[config.mk]
export PLATFORM = sky130hd
export DESIGN_NAME = ex_hazard_ctrl
export DESIGN_NICKNAME = d
export VERILOG_FILES = /design/src/rtl/ex_hazard_ctrl_pkg.sv /design/src/rtl/ex_hazard_ctrl_fwd_sel.sv /design/src/rtl/ex_hazard_ctrl.sv
export SDC_FILE = /design/constraint.sdc
export NUM_CORES = 1
export LEC_CHECK = 0
export BUFFER_PORTS_ARGS = -buffer_cell sky130_fd_sc_hd__buf_4
export CORE_ASPECT_RATIO = 0.8
export CORE_MARGIN = 2
export CORE_UTILIZATION = 50
export DETAILED_ROUTE_END_ITERATION = 8
export PLACE_DENSITY = 0.85
export SETUP_SLACK_MARGIN = 0.15
export SYNTH_ARGS = -nofsm -noshare
export SYNTH_HDL_FRONTEND = slang
export SYNTH_HIERARCHICAL = 1
export SYNTH_SLANG_ARGS = --single-unit
[constraint.sdc]
create_clock -name clk -period 3.65 [get_ports clk]
set_input_delay 0.9125 -clock clk [delete_from_list [all_inputs] [get_ports clk]]
set_output_delay 0.9125 -clock clk [all_outputs]
set_load 0.01 [all_outputs]
[src/rtl/ex_hazard_ctrl_pkg.sv]
// rtl/ex_hazard_ctrl_pkg.sv - shared opcodes, state and forward-select encodings
package ex_hazard_ctrl_pkg;

  localparam logic [6:0] OP_R    = 7'b0110011;
  localparam logic [6:0] OP_I    = 7'b0010011;
  localparam logic [6:0] OP_B    = 7'b1100011;
  localparam logic [6:0] OP_S    = 7'b0100011;
  localparam logic [6:0] OP_LOAD = 7'b0000011;
  localparam logic [6:0] OP_LUI  = 7'b0110111;
  localparam logic [6:0] OP_JAL  = 7'b1101111;
  localparam logic [6:0] OP_JALR = 7'b1100111;
  localparam logic [6:0] OP_UPC  = 7'b0010111;

  typedef enum logic [1:0] {
    ST_RUN      = 2'd0,
    ST_LU_STALL = 2'd1,
    ST_MEM_WAIT = 2'd2,
    ST_FLUSH    = 2'd3
  } state_e;

  localparam logic [1:0] FWD_RF  = 2'b00;
  localparam logic [1:0] FWD_MEM = 2'b01;
  localparam logic [1:0] FWD_WB  = 2'b10;

  function automatic logic uses_rs1(input logic [6:0] op);
    return !((op == OP_LUI) || (op == OP_JAL));
  endfunction

  function automatic logic uses_rs2(input logic [6:0] op);
    return (op == OP_R) || (op == OP_B) || (op == OP_S);
  endfunction

endpackage

[src/rtl/ex_hazard_ctrl_fwd_sel.sv]
// rtl/ex_hazard_ctrl_fwd_sel.sv - operand forward source match, MEM over WB, x0 never forwards
module ex_hazard_ctrl_fwd_sel
  import ex_hazard_ctrl_pkg::*;
(
  input  logic [4:0] i_src,
  input  logic       i_mem_valid,
  input  logic [4:0] i_mem_rd,
  input  logic       i_wb_valid,
  input  logic [4:0] i_wb_rd,
  output logic [1:0] o_sel
);

  always_comb begin
    o_sel = FWD_RF;
    if (i_mem_valid && (i_mem_rd != 5'd0) && (i_mem_rd == i_src)) begin
      o_sel = FWD_MEM;
    end else if (i_wb_valid && (i_wb_rd != 5'd0) && (i_wb_rd == i_src)) begin
      o_sel = FWD_WB;
    end
  end

endmodule

[src/rtl/ex_hazard_ctrl.sv]
// rtl/ex_hazard_ctrl.sv - EX issue sequencer: forwarding, load-use bubble, memory freeze, redirect flush
module ex_hazard_ctrl
  import ex_hazard_ctrl_pkg::*;
#(
  parameter int CNT_W = 16
) (
  input  logic             clk,
  input  logic             rst_n,
  input  logic             i_id_valid,
  input  logic [4:0]       i_id_rs1,
  input  logic [4:0]       i_id_rs2,
  input  logic [6:0]       i_id_opcode,
  input  logic             i_ex_valid,
  input  logic [4:0]       i_ex_rd,
  input  logic [6:0]       i_ex_opcode,
  input  logic             i_mem_valid,
  input  logic [4:0]       i_mem_rd,
  input  logic             i_wb_valid,
  input  logic [4:0]       i_wb_rd,
  input  logic             i_mem_busy,
  input  logic             i_redirect,
  output logic [1:0]       o_fwd_rs1_sel,
  output logic [1:0]       o_fwd_rs2_sel,
  output logic             o_stall_if,
  output logic             o_stall_id,
  output logic             o_bubble_ex,
  output logic             o_flush_id,
  output logic             o_freeze,
  output logic [1:0]       o_state,
  output logic [CNT_W-1:0] o_stall_cnt
);

  state_e           state_q, state_d;
  logic [CNT_W-1:0] cnt_q, cnt_d;
  logic             load_use;
  logic             stall_if, stall_id, bubble_ex, flush_id, freeze;

  ex_hazard_ctrl_fwd_sel u_fwd_rs1 (
    .i_src       (i_id_rs1),
    .i_mem_valid (i_mem_valid),
    .i_mem_rd    (i_mem_rd),
    .i_wb_valid  (i_wb_valid),
    .i_wb_rd     (i_wb_rd),
    .o_sel       (o_fwd_rs1_sel)
  );

  ex_hazard_ctrl_fwd_sel u_fwd_rs2 (
    .i_src       (i_id_rs2),
    .i_mem_valid (i_mem_valid),
    .i_mem_rd    (i_mem_rd),
    .i_wb_valid  (i_wb_valid),
    .i_wb_rd     (i_wb_rd),
    .o_sel       (o_fwd_rs2_sel)
  );

  always_comb begin
    load_use = i_ex_valid && (i_ex_opcode == OP_LOAD) && (i_ex_rd != 5'd0) && i_id_valid &&
               ((uses_rs1(i_id_opcode) && (i_id_rs1 == i_ex_rd)) ||
                (uses_rs2(i_id_opcode) && (i_id_rs2 == i_ex_rd)));
  end

  always_comb begin
    state_d   = state_q;
    stall_if  = 1'b0;
    stall_id  = 1'b0;
    bubble_ex = 1'b0;
    flush_id  = 1'b0;
    freeze    = 1'b0;
    // A busy memory freezes the whole pipe in every state; a held redirect is replayed from EX afterwards.
    unique case (state_q)
      ST_RUN: begin
        if (i_mem_busy) begin
          freeze  = 1'b1;
          state_d = ST_MEM_WAIT;
        end else if (i_redirect) begin
          flush_id = 1'b1;
          state_d  = ST_FLUSH;
        end else if (load_use) begin
          stall_if  = 1'b1;
          stall_id  = 1'b1;
          bubble_ex = 1'b1;
          state_d   = ST_LU_STALL;
        end
      end
      ST_LU_STALL: begin
        freeze  = i_mem_busy;
        state_d = i_mem_busy ? ST_MEM_WAIT : ST_RUN;
      end
      ST_MEM_WAIT: begin
        freeze  = i_mem_busy;
        state_d = i_mem_busy ? ST_MEM_WAIT : ST_RUN;
      end
      ST_FLUSH: begin
        bubble_ex = 1'b1;
        freeze    = i_mem_busy;
        state_d   = i_mem_busy ? ST_MEM_WAIT : ST_RUN;
      end
      default: state_d = ST_RUN;
    endcase
  end

  // Controls are forced quiet while reset is held so a busy memory cannot freeze a resetting pipe.
  assign o_stall_if  = stall_if  & rst_n;
  assign o_stall_id  = stall_id  & rst_n;
  assign o_bubble_ex = bubble_ex & rst_n;
  assign o_flush_id  = flush_id  & rst_n;
  assign o_freeze    = freeze    & rst_n;
  assign o_state     = state_q;
  assign o_stall_cnt = cnt_q;

  always_comb begin
    cnt_d = cnt_q;
    if ((o_stall_id || o_freeze) && (cnt_q != {CNT_W{1'b1}})) begin
      cnt_d = cnt_q + CNT_W'(1);
    end
  end

  always_ff @(posedge clk or negedge rst_n) begin
    if (!rst_n) begin
      state_q <= ST_RUN;
      cnt_q   <= '0;
    end else begin
      state_q <= state_d;
      cnt_q   <= cnt_d;
    end
  end

endmodule

==> flow_metrics.env, run 1 <==
export IMPL_overflow=0
export IMPL_firstDrtPassIters=5
export IMPL_p_leak_nw=0.961
export IMPL_finalMaxSlewViolations=0
export IMPL_dieArea_um2=3590
export IMPL_dieHeight_um=54.0
export IMPL_hold_path_class="reg2reg"
export IMPL_num_io_pins=74
export IMPL_finClkSkew_ps=1.47
export IMPL_antenna_found_initial=0
export IMPL_tightestPinTransition_ps=373
export IMPL_hold_depth=1
export IMPL_status="finished, final reports clean"
export IMPL_layout_commonest_cell="buf_4"
export IMPL_period_minus_slack_ps=3380
export IMPL_slowest_delay_ps=290
export IMPL_total_power_mw=0.679
export IMPL_cts_max_path_buffers=2
export IMPL_power_density_nw_per_um2=314
export IMPL_ant_nets=0
export IMPL_grt_pass1_vias=1351
export IMPL_cts_tree="built"
export IMPL_yosys_warnings=6
export IMPL_clock_root_buffer="clkbuf_8"
export IMPL_critical_path_max_fanout=3
export IMPL_worst_slack_ps=272
export IMPL_cp_data_arrival_time_ps=2470
export IMPL_dp_cells=275
export IMPL_clk_pin_slew_ps=70
export IMPL_layoutNonFillerInstCount=279
export IMPL_peakVddDrop_mv=0.399
export IMPL_wl_per_cell_um=14.2
export IMPL_grt_first_pass_wirelength_um=6240
export IMPL_relSlewSlack_pct=75.1
export IMPL_post_route_util_pct=71.2
export IMPL_period_share_pct=92.5
export IMPL_startpoint_type="input pin"
export IMPL_async_reset_ff_share_pct=100
export IMPL_final_nets=290
export IMPL_synth_ff_type="dfrtp_1"
export IMPL_synthesis_area_um2=1560
export IMPL_avgSynthCellArea_um2=9.41
export IMPL_yosys_register_bits=18
export IMPL_drt_initial_drc_count=71
export IMPL_setup_viol=0
export IMPL_cts_resized_gates=0
export IMPL_ctsHoldBuffers=0
export IMPL_grt_setup_unrepaired="true"
export IMPL_core_um2=3040
export IMPL_place_port_buffers=73
export IMPL_crit_type="in2out"
export IMPL_place_ws_ps=278
export IMPL_worstSkewPairLatency_ps=250
export IMPL_remaining_drc_errors=0
export IMPL_required_ps=2740
export IMPL_start_util_pct=51.4
export IMPL_die_width_um=66.5
export IMPL_seq_area_frac_synth_pct=28.8
export IMPL_wirelength_um=3960
export IMPL_crit_path_top_delay_cell="o32ai_2"
export IMPL_cap_violations=0
export IMPL_grt_max_degree=23
export IMPL_fmax_mhz=296
export IMPL_rows=18
export IMPL_hold_viol=0
export IMPL_postSynthCellCount=166
export IMPL_synth_edff_count=0
export IMPL_cp_top_family="compound AO/OA/AOI/OAI gates"
export IMPL_vias_per_cell=5.37
export IMPL_via_count=1499
export IMPL_setup_tns_ps=0
export IMPL_place_congestion=0.929
export IMPL_end_kind="output pin"
export IMPL_area_growth_pct=38.6
export IMPL_h_tree_depth=1
export IMPL_syn_num_nets=216
export IMPL_crit_cells=8
export IMPL_cp_cell_sequence="buf_4 -> and3b_1 -> o211a_1 -> o32ai_2 -> nand4_1 -> o31ai_1 -> and3b_1 -> buf_4"
export IMPL_grt_usage_pct=22.8
export IMPL_hpwlAfterDp_um=3260
export IMPL_antenna_cells=0
export IMPL_cts_buffers=3
export IMPL_layout_drive_gt1_share_pct=42.7
export IMPL_crit_buf_inv=2
export IMPL_cts_sinks=18
export IMPL_ys_types=38
export IMPL_reg2regPathDepth=6
export IMPL_cts_setup_buffers=0
export IMPL_layout_common_cells="buf_4 (73), xnor2_1 (34), dfrtp_1 (18), nand2_1 (13), nand3_1 (12)"
[cell type report]
type | instances | area, µm²
Fill cell | 246 | 875
Clock buffer | 4 | 55.1
Tap cell | 40 | 50.0
Multi-Input combinational cell | 140 | 1050
Inverter | 4 | 15.0
Sequential cell | 18 | 450
Timing Repair Buffer | 73 | 548
[power breakdown]
group	total [mW]	internal, mW	switching, mW
Clock	0.161	0.0958	0.0656
Combinational	0.239	0.133	0.105
Sequential	0.279	0.231	0.0481
Total	0.679	0.461	0.219
[cells in the mapped netlist, drive strengths merged (4+ instances only)]
cell type,count,area [µm²]
xnor2,34,298
nand3,22,160
dfrtp,18,450
nand2,15,61.3
nor2,11,43.8
nor3,8,50.1
and3,7,46.3
xor2,6,52.6
nand4,5,31.3
buf,4,50.1
inv,4,15.0
[final timing paths]
kind | slack, ps | startpoint | to
worst max-delay path | 270 | i_id_opcode[3] | o_bubble_ex
worst min-delay path | 510 | o_stall_cnt[15] | o_stall_cnt[15]
worst max register to register | 1620 | o_stall_cnt[0] | o_stall_cnt[1]
worst min register to register | 510 | o_stall_cnt[15] | o_stall_cnt[15]
max in group asynchronous | 2920 | rst_n | o_stall_cnt[13]
min in group asynchronous | 530 | rst_n | o_stall_cnt[9]
[per-layer routing]
layer  GRT usage (%)  wire, µm
met5               0         0
met4            2.38        10
met3            3.77       245
met2            37.0      1810
met1            33.3      1890
[flip-flops by register name, summed over array words and instances (netlist names)]
register	flops
o_stall_cnt	16
o_state	2
[metrics by stage]
| stage | hold slack (ps) | instance area, µm² |
|---|---|---|
| finish | 508 | 2170 |
| global route | 531 | 2170 |
| CTS | 516 | 2170 |
| detailed placement | 503 | 2110 |
| global placement | 486 | 2110 |
| floorplan | 525 | 1560 |
[cells by family (layout without fill, tap and decap cells)]
logic type               Yosys count  in the layout  synth area share, %
AND/OR/NAND/NOR                   81             81                 31.5
flip-flops                        18             18                 28.8
adder cells (fa/ha/maj)            3              3                 2.40
buffers and inverters              8             81                 4.16
multiplexers                       2              2                 1.44
AO/OA/AOI/OAI                     14             14                 9.21
XOR/XNOR                          40             40                 22.4
No activity file was read; power rests on OpenSTA's default activity.
==> run 2: changes to the inputs <==
--- a/config.mk
+++ b/config.mk
@@ -8,9 +8,9 @@
 export BUFFER_PORTS_ARGS = -buffer_cell sky130_fd_sc_hd__buf_4
 export CORE_ASPECT_RATIO = 0.8
 export CORE_MARGIN = 2
-export CORE_UTILIZATION = 50
+export CORE_UTILIZATION = 47
 export DETAILED_ROUTE_END_ITERATION = 8
-export PLACE_DENSITY = 0.85
+export PLACE_DENSITY = 0.81
 export SETUP_SLACK_MARGIN = 0.15
 export SYNTH_ARGS = -nofsm -noshare
 export SYNTH_HDL_FRONTEND = slang
==> constraint.sdc (replaced) <==
create_clock -name clk -period 3.3 [get_ports clk]
set_input_delay 0.825 -clock clk [delete_from_list [all_inputs] [get_ports clk]]
set_output_delay 0.825 -clock clk [all_outputs]
set_load 0.01 [all_outputs]
==> run 2 against run 1 <==
Compared with the run above:
- critical path depth unchanged
- first-iteration DRC count decreased by 55%
- die area increased by 5.9%
- via count increased by 1.6%
- highest routed layer unchanged
- critical path type unchanged
- non-clock buffer count increased by 2
==> flow_metrics.env, run 2 (synthesized netlist as in run 1, its figures left out) <==
export IMPL_worstSkewPairLatency_ps=250
export IMPL_grt_usage_pct=22.3
export IMPL_antenna_cells=0
export IMPL_num_io_pins=74
export IMPL_ant_nets=0
export IMPL_cap_violations=0
export IMPL_clk_pin_slew_ps=70
export IMPL_period_minus_slack_ps=3140
export IMPL_setup_tns_ps=0
export IMPL_dieHeight_um=55.6
export IMPL_core_um2=3130
export IMPL_wl_per_cell_um=14.5
export IMPL_h_tree_depth=1
export IMPL_cp_data_arrival_time_ps=2310
export IMPL_overflow=0
export IMPL_hpwlAfterDp_um=3300
export IMPL_p_clk_share_pct=24.0
export IMPL_design_area_um2=2210
export IMPL_p_seq_share_pct=40.9
export IMPL_antenna_found_initial=0
export IMPL_via_count=1523
export IMPL_cts_buffers=3
export IMPL_hold_path_class="in2async"
export IMPL_dieArea_um2=3810
export IMPL_cp_top_family="compound AO/OA/AOI/OAI gates"
export IMPL_placed_cell_area_um2=2110
export IMPL_grt_pass1_vias=1449
export IMPL_peakVddDrop_mv=0.377
export IMPL_hold_viol=0
export IMPL_vias_per_cell=5.42
export IMPL_end_kind="output pin"
export IMPL_final_nets=292
export IMPL_layout_commonest_cell="buf_4"
export IMPL_layout_common_cells="buf_4 (71), xnor2_1 (34), dfrtp_1 (18), nand2_1 (13), nand3_1 (12)"
export IMPL_setup_viol=0
export IMPL_die_width_um=68.5
export IMPL_period_share_pct=95.1
export IMPL_cp_cell_sequence="buf_6 -> and3b_1 -> o211a_1 -> o32ai_4 -> nand4_1 -> o31ai_1 -> and3b_1 -> buf_6"
export IMPL_finalMaxSlewViolations=0
export IMPL_place_port_buffers=73
export IMPL_start_util_pct=49.9
export IMPL_wirelength_um=4070
export IMPL_cts_max_path_buffers=2
export IMPL_rows=18
export IMPL_crit_path_top_delay_cell="o32ai_4"
export IMPL_relSlewSlack_pct=81.9
export IMPL_grt_setup_unrepaired="true"
export IMPL_required_ps=2470
export IMPL_status="finished, final reports clean"
export IMPL_area_growth_pct=41.6
export IMPL_drt_initial_drc_count=32
export IMPL_crit_type="in2out"
export IMPL_power_density_nw_per_um2=339
export IMPL_clock_root_buffer="clkbuf_8"
export IMPL_finClkSkew_ps=2.89
export IMPL_largest_reg_flops=16
export IMPL_slowest_delay_ps=290
export IMPL_p_sw_mw=0.239
export IMPL_cts_tree="built"
export IMPL_tightestPinTransition_ps=268
export IMPL_cts_sinks=18
export IMPL_remaining_drc_errors=0
export IMPL_firstDrtPassIters=4
export IMPL_layout_drive_gt1_share_pct=43.6
export IMPL_ctsHoldBuffers=0
export IMPL_startpoint_type="input pin"
export IMPL_critical_path_max_fanout=3
export IMPL_power_internal_mw=0.511
export IMPL_crit_buf_inv=2
export IMPL_grt_first_pass_wirelength_um=6620
export IMPL_p_leak_nw=0.977
export IMPL_p_comb_share_pct=35.1
export IMPL_place_congestion=0.814
export IMPL_fmax_mhz=319
export IMPL_power_switching_share_pct=31.9
export IMPL_grt_max_degree=23
## run 2: cell types whose count changed in the layout (fill, tap and decap cells not counted), sizes merged
cell and change:
buf +2
## run 2: cell type report
type                    instances  area, µm²
repair buffers                 75        578
flip-flops and latches         18        450
fillers                       253        918
inverters                       4       15.0
clock buffers                   4       55.1
multi-input cells             140       1060
well taps                      40       50.0
## run 2: timing repair
action                                  in CTS  in global routing
pin swaps                                    1                  5
buffers inserted                             1                  1
endpoints found under the setup margin       1                  1
gates resized for setup                      0                  6
## run 2: metal layers
| layer | share of wire (%) | vias to the layer above | GRT usage [%] |
|---|---|---|---|
| li1 | - | 741 | - |
| met1 | 46 | 725 | 31.8 |
| met2 | 47 | 51 | 35.2 |
| met3 | 5.8 | 6 | 4.05 |
| met4 | 0.88 | 0 | 4.57 |
| met5 | 0 | - | 0 |
## run 2: final timing paths
kind | startpoint | endpoint | slack, ps | depth (start not counted)
worst min register to register | o_stall_cnt[11] | o_stall_cnt[11] | 510 | 1
worst max register to register | o_state[0] | o_stall_cnt[1] | 1300 | 8
worst max-delay path | i_id_opcode[6] | o_bubble_ex | 160 | 8
min in group clk | o_stall_cnt[11] | o_stall_cnt[11] | 510 | 1
worst min-delay path | rst_n | o_stall_cnt[8] | 440 | 1
max in group asynchronous | rst_n | o_stall_cnt[0] | 2650 | 1
## run 2: power groups by stage
stage	combinational [mW]	clock, mW	sequential, mW
floorplan	0.108	0	0.314
global placement	0.257	0	0.307
detailed placement	0.263	0	0.308
CTS	0.262	0.184	0.306
global route	0.289	0.192	0.313
finish	0.263	0.180	0.307
## run 2: metrics by stage
step | worst slack, ps | cells | hold slack [ps] | utilization, % | power (mW)
after floorplan | 444 | 166 | 525 | - | 0.422
after global placement | 195 | 275 | 486 | 67.4 | 0.564
after detailed placement | 138 | 275 | 496 | 67.4 | 0.571
after CTS | 171 | 280 | 438 | 69.4 | 0.752
after global routing | 84.0 | 281 | 452 | 70.7 | 0.793
final | 161 | 281 | 436 | 70.7 | 0.750
## run 2: worst register-to-register path, delay by kind of cell, from the launching register on
kind | cells | cell delay [ps]
buffers and inverters | 1 | 70
adder cells (fa/ha/maj) | 1 | 160
AND/OR/NAND/NOR | 4 | 660
flip-flops | 1 | 410
multiplexers | 1 | 310
AO/OA/AOI/OAI | 1 | 260
